$ cat config.mk
export PLATFORM = sky130hd
export DESIGN_NAME = cpu_boot_loader
export DESIGN_NICKNAME = d
export VERILOG_FILES = /design/src/rtl/cpu_boot_loader.sv
export SDC_FILE = /design/constraint.sdc
export NUM_CORES = 1
export LEC_CHECK = 0
export BUFFER_PORTS_ARGS = -buffer_cell sky130_fd_sc_hd__buf_2
export CORE_ASPECT_RATIO = 0.6
export CORE_MARGIN = 5
export CORE_UTILIZATION = 30
export CTS_CLUSTER_SIZE = 12
export DETAILED_ROUTE_END_ITERATION = 10
export GPL_TIMING_DRIVEN = 0
export PLACE_DENSITY_LB_ADDON = 0.2
export SLEW_MARGIN = 30
export SYNTH_ARGS = -nofsm -noshare
export SYNTH_HDL_FRONTEND = slang
export SYNTH_SLANG_ARGS = --single-unit
$ cat constraint.sdc
create_clock -name clk -period 2.6 [get_ports clk]
set_input_delay 0.26 -clock clk [delete_from_list [all_inputs] [get_ports clk]]
set_output_delay 0.26 -clock clk [all_outputs]
set_load 0.1 [all_outputs]
$ cat src/rtl/cpu_boot_loader.sv
// cpu_boot_loader: byte-stream boot loader feeding the cpu external imem/dmem ports.
// Assembles LSB-first 32-bit words, decodes load/run/halt headers, issues one-cycle
// memory write pulses and owns the cpu enable.
// Optional trailer checksum after each non-empty load: define BOOT_LOADER_CHECKSUM_EN.
module cpu_boot_loader #(
  parameter int unsigned IMEM_WORDS = 512,
  parameter int unsigned DMEM_WORDS = 1024
) (
  input  logic        clk,
  input  logic        rst,
  input  logic        s_valid,
  input  logic [7:0]  s_data,
  output logic        s_ready,
  output logic [31:0] imem_addr,
  output logic        imem_wen,
  output logic [31:0] imem_wdata,
  output logic [31:0] dmem_addr,
  output logic        dmem_wen,
  output logic [31:0] dmem_wdata,
  output logic        cpu_enable,
  output logic        busy,
  output logic        err
);

  typedef enum logic [1:0] {
    S_IDLE    = 2'd0,
    S_PAYLOAD = 2'd1,
    S_WRITE   = 2'd2
`ifdef BOOT_LOADER_CHECKSUM_EN
    , S_CHK   = 2'd3
`endif
  } state_t;

  state_t      state_q, state_d;
  logic [23:0] word_q, word_d;
  logic [1:0]  cnt_q, cnt_d;
  logic [15:0] a_q, a_d;
  logic [13:0] r_q, r_d;
  logic        tgt_q, tgt_d;
  logic        en_d, err_d, busy_d, s_ready_d;
  logic        imem_wen_d, dmem_wen_d;
  logic [31:0] imem_addr_d, imem_wdata_d, dmem_addr_d, dmem_wdata_d;
  logic [31:0] sum_q, sum_d;

  logic        hs;
  logic        last_byte;
  logic [31:0] full_word;
  logic [31:0] wr_addr;

  assign hs        = s_valid & s_ready;
  assign last_byte = hs && (cnt_q == 2'd3);
  assign full_word = {s_data, word_q};
  assign wr_addr   = {14'd0, a_q, 2'b00};

  // Next-state, datapath and registered-output decode
  always_comb begin
    state_d      = state_q;
    word_d       = word_q;
    cnt_d        = cnt_q;
    a_d          = a_q;
    r_d          = r_q;
    tgt_d        = tgt_q;
    en_d         = cpu_enable;
    err_d        = err;
    sum_d        = sum_q;
    imem_wen_d   = 1'b0;
    dmem_wen_d   = 1'b0;
    imem_addr_d  = imem_addr;
    imem_wdata_d = imem_wdata;
    dmem_addr_d  = dmem_addr;
    dmem_wdata_d = dmem_wdata;

    if (hs) begin
      cnt_d  = cnt_q + 2'd1;
      word_d = {s_data, word_q[23:8]};
    end

    case (state_q)
      S_IDLE: begin
        if (last_byte) begin
          case (full_word[31:30])
            2'b00, 2'b01: begin
              en_d  = 1'b0;
              sum_d = 32'd0;
              if (full_word[29:16] != 14'd0) begin
                state_d = S_PAYLOAD;
                a_d     = full_word[15:0];
                r_d     = full_word[29:16];
                tgt_d   = full_word[30];
              end
            end
            2'b10:   if (!err) en_d = 1'b1;
            default: en_d = 1'b0;
          endcase
        end
      end
      S_PAYLOAD: begin
        if (last_byte) begin
          state_d = S_WRITE;
          sum_d   = sum_q + full_word;
          if (tgt_q) begin
            if (32'(a_q) < 32'(DMEM_WORDS)) begin
              dmem_wen_d   = 1'b1;
              dmem_addr_d  = wr_addr;
              dmem_wdata_d = full_word;
            end else begin
              err_d = 1'b1;
            end
          end else begin
            if (32'(a_q) < 32'(IMEM_WORDS)) begin
              imem_wen_d   = 1'b1;
              imem_addr_d  = wr_addr;
              imem_wdata_d = full_word;
            end else begin
              err_d = 1'b1;
            end
          end
        end
      end
      S_WRITE: begin
        a_d = a_q + 16'd1;
        r_d = r_q - 14'd1;
        if (r_q == 14'd1) begin
`ifdef BOOT_LOADER_CHECKSUM_EN
          state_d = S_CHK;
`else
          state_d = S_IDLE;
`endif
        end else begin
          state_d = S_PAYLOAD;
        end
      end
`ifdef BOOT_LOADER_CHECKSUM_EN
      S_CHK: begin
        if (last_byte) begin
          if (full_word != sum_q) err_d = 1'b1;
          state_d = S_IDLE;
        end
      end
`endif
      default: state_d = S_IDLE;
    endcase

    s_ready_d = (state_d != S_WRITE);
    busy_d    = (state_d != S_IDLE);
  end

  // State and output registers, synchronous reset
  always_ff @(posedge clk) begin
    if (rst) begin
      state_q    <= S_IDLE;
      word_q     <= '0;
      cnt_q      <= '0;
      a_q        <= '0;
      r_q        <= '0;
      tgt_q      <= 1'b0;
      sum_q      <= '0;
      s_ready    <= 1'b1;
      busy       <= 1'b0;
      err        <= 1'b0;
      cpu_enable <= 1'b0;
      imem_wen   <= 1'b0;
      imem_addr  <= '0;
      imem_wdata <= '0;
      dmem_wen   <= 1'b0;
      dmem_addr  <= '0;
      dmem_wdata <= '0;
    end else begin
      state_q    <= state_d;
      word_q     <= word_d;
      cnt_q      <= cnt_d;
      a_q        <= a_d;
      r_q        <= r_d;
      tgt_q      <= tgt_d;
      sum_q      <= sum_d;
      s_ready    <= s_ready_d;
      busy       <= busy_d;
      err        <= err_d;
      cpu_enable <= en_d;
      imem_wen   <= imem_wen_d;
      imem_addr  <= imem_addr_d;
      imem_wdata <= imem_wdata_d;
      dmem_wen   <= dmem_wen_d;
      dmem_addr  <= dmem_addr_d;
      dmem_wdata <= dmem_wdata_d;
    end
  end

endmodule

==> qor.txt <==
Top FF cell, synth - dfxtp_1
Number of synthesized register bits - 161
Vias post-DR - 6,019
Initial Utilization - 0.307
I/O pin cnt - 145
Initial antenna violation count - 0
Worst-margin pin slew - 0.723 ns
Die area - 24,800 um2
Total global routing overflow - 0
CTS Buf Count - 17
Setup WS pre-CTS - 0.214 ns
Final hold vios - 0
Synth warn - 0
Clock Pin Slew Worst Setup and Hold Paths - 0.07 ns
Count of cell types in the netlist - 46
Post-route setup slack - 0.191 ns
Gpl congestion - 0.856
Maximum vdd drop - 0.472 mV
Final nets - 991
Critical Path, Cell by Cell - ha_1, nand2b_1, nor4_2, and2_1, buf_2, buf_4, o21bai_1, a21oi_1
I/O Buffers - 111
Clk_lat worst skew - 0.43 ns
Post-synth EDFFs - 0
Max-Cap Viols - 0
Setup bufs post-CTS - 0
Final setup vio count - 0
Relative slew margins - 0.518
Share of layout cells above drive strength 1 - 0.200
Pwr Density - 664 nW/um2
NetSw - 1.46 mW
Reg-to-reg slack, setup - 0.19 ns
Antenna viol nets, final - 0
Drt wl/cell - 17.2 um
First-pass GRT wire length - 33,100 um
Vias in the first global route - 5,446
Comb pwr share - 0.072
Crit path largest cell delay - 0.61 ns
Synth area leader - dfxtp_1
DRC - 0
Setup CP Type - reg2reg
Site row count - 41
Syn Area/Cell - 7.96 um2
# H-tree levels - 4
Final WL - 21,800 um
Final setup TNS - 0 ns
Iter 0 DRT Violations - 457
Clk_skew - 0.00906 ns
CP Launch Type - flip-flop
Crit path max fanout - 10
Placeable core area - 21,100 um2
Critical Path AT - 2.73 ns
Clock Sinks - 161
Async S/R FF share, synth - 0
Switching part of the total - 0.272
Placed Instance Area - 7510 um2
Min-delay worst type - in2reg
Status - finished clean
P_leak - 3.22 nW
Largest net degree at the start of global routing - 17
Min cycle time layout - 2.41 ns
Syn Inst Count - 815
Die Y - 124 um
Most frequent cells in the layout - nand2_1 (248), dfxtp_1 (161), a21oi_1 (136)
CTS hold repair buffers - 0
Diode count - 0
Most common cell after layout, fill and taps aside - nand2_1
Internal power - 3.91 mW
Root buffer cell - clkbuf_16
Ranking of synthesized cells by area - dfxtp_1 (50%), nand2_1 (14%), a21oi_1 (10%)
Sequential fraction of the synthesis area - 0.497
Max frequency - 0.415 GHz
Cell Area, Synth - 6490 um2
Final instance area - 8090 um2
Pre-antenna DRT Iters - 5
Final worst path period share - 0.927
Critical-path top delay cell - nor4_2
Clock share of power - 0.460
CP Capture Type - flip-flop
Yosys top cell area share - 0.497
Flop pwr share - 0.469
Post-DP HPWL - 15,800 um
RSZ-0062 raised after global routing - no
Worst path required time - 2.92 ns
Die W - 200 um
Via density - 4.75
Final Max Tran Viols - 0
Clk buf depth - 2
Synth-to-Final Area Change - 24.6%
CTS tree - done
Overall Global Routing Usage - 0.178
[synthesized netlist by cell type, types with 4 or more instances]
library cell,number
nor2b_1,5
dfxtp_1,161
a32oi_1,4
nand2_1,248
inv_1,7
a21oi_1,136
nand4_1,4
a222oi_1,5
o21ai_0,12
xnor2_1,5
clkbuf_1,43
nand3_1,16
a31oi_1,7
buf_2,5
a22oi_1,6
and2_1,15
xor2_1,7
nor4_1,8
ha_1,4
buf_4,38
nor2_1,25
nor3_1,15
buf_6,4
[state kept, by name, summed over array words and instances, names as in the netlist, 2 cells and up]
| signal | cells |
|---|---|
| dmem_wdata | 32 |
| imem_wdata | 32 |
| word_q | 24 |
| a_q | 16 |
| dmem_addr | 16 |
| imem_addr | 16 |
| r_q | 14 |
| cnt_q | 2 |
| state_q | 2 |
[metal layers]
layer  global-route usage  wire (um)
met1                0.285      11500
met2                0.232       8650
met3               0.0470       1480
met4               0.0394        175
met5                    0          0
[per-stage QoR]
step	instances	total power [mW]	util	hold WS (ns)
2_1_floorplan	846	2.87	-	0.396
3_3_place_gp	1236	2.95	0.355	0.437
3_5_place_dp	1236	2.95	0.355	0.438
4_1_cts	1268	5.42	0.382	0.109
5_1_grt	1268	5.55	0.383	0.119
6_report	1268	5.37	0.383	0.124
[path summary, 6_finish.rpt]
kind / startpoint / end / cells past startpoint
worst min-delay path: s_data[5] / dmem_wdata[29] / 3
worst max-delay path: cnt_q[0] / busy / 8
worst max register to register: cnt_q[0] / busy / 8
worst min register to register: imem_wdata[28] / imem_wdata[28] / 2
[critical path: cells and delay by family (launching register included)]
kind	cells	cell delay [ns]
buf+inv	2	0.45
compound gates	2	0.36
fa+ha+maj	1	0.20
simple gates	3	0.93
flops	1	0.35
[power by group through the flow]
stage / combinational, mW / sequential (mW) / clock, mW
2_1_floorplan: 0.318 / 2.56 / 0
3_5_place_dp: 0.381 / 2.57 / 0
3_3_place_gp: 0.381 / 2.57 / 0
5_1_grt: 0.407 / 2.52 / 2.63
4_1_cts: 0.381 / 2.52 / 2.52
6_report: 0.384 / 2.52 / 2.47
[what timing repair did]
action	in CTS	in global routing
endpoints found under the hold margin	0	0
resized for setup	0	1
setup endpoints to repair	0	13
[layout make-up]
class,instances,area [um2]
flip-flops and latches,161,3220
clock buffers,19,443
multi-input cells,588,2840
repair buffers,111,556
clock inverters,13,130
well taps,279,349
fillers,2233,13000
inverters,7,26.3
plain buffers,90,517
[kinds of logic (layout without fill, tap and decap cells)]
group,after synthesis,after routing,synth area share
AOI/OAI and AO/OA,186,186,0.161
other,1,32,0.000578
and+or+nand+nor,354,354,0.234
adders and majority gates,4,4,0.00771
buffers and inverters,97,240,0.0837
DFF,161,161,0.497
xor gates and xnor gates,12,12,0.0162
Power figures use the tool's default switching activity.
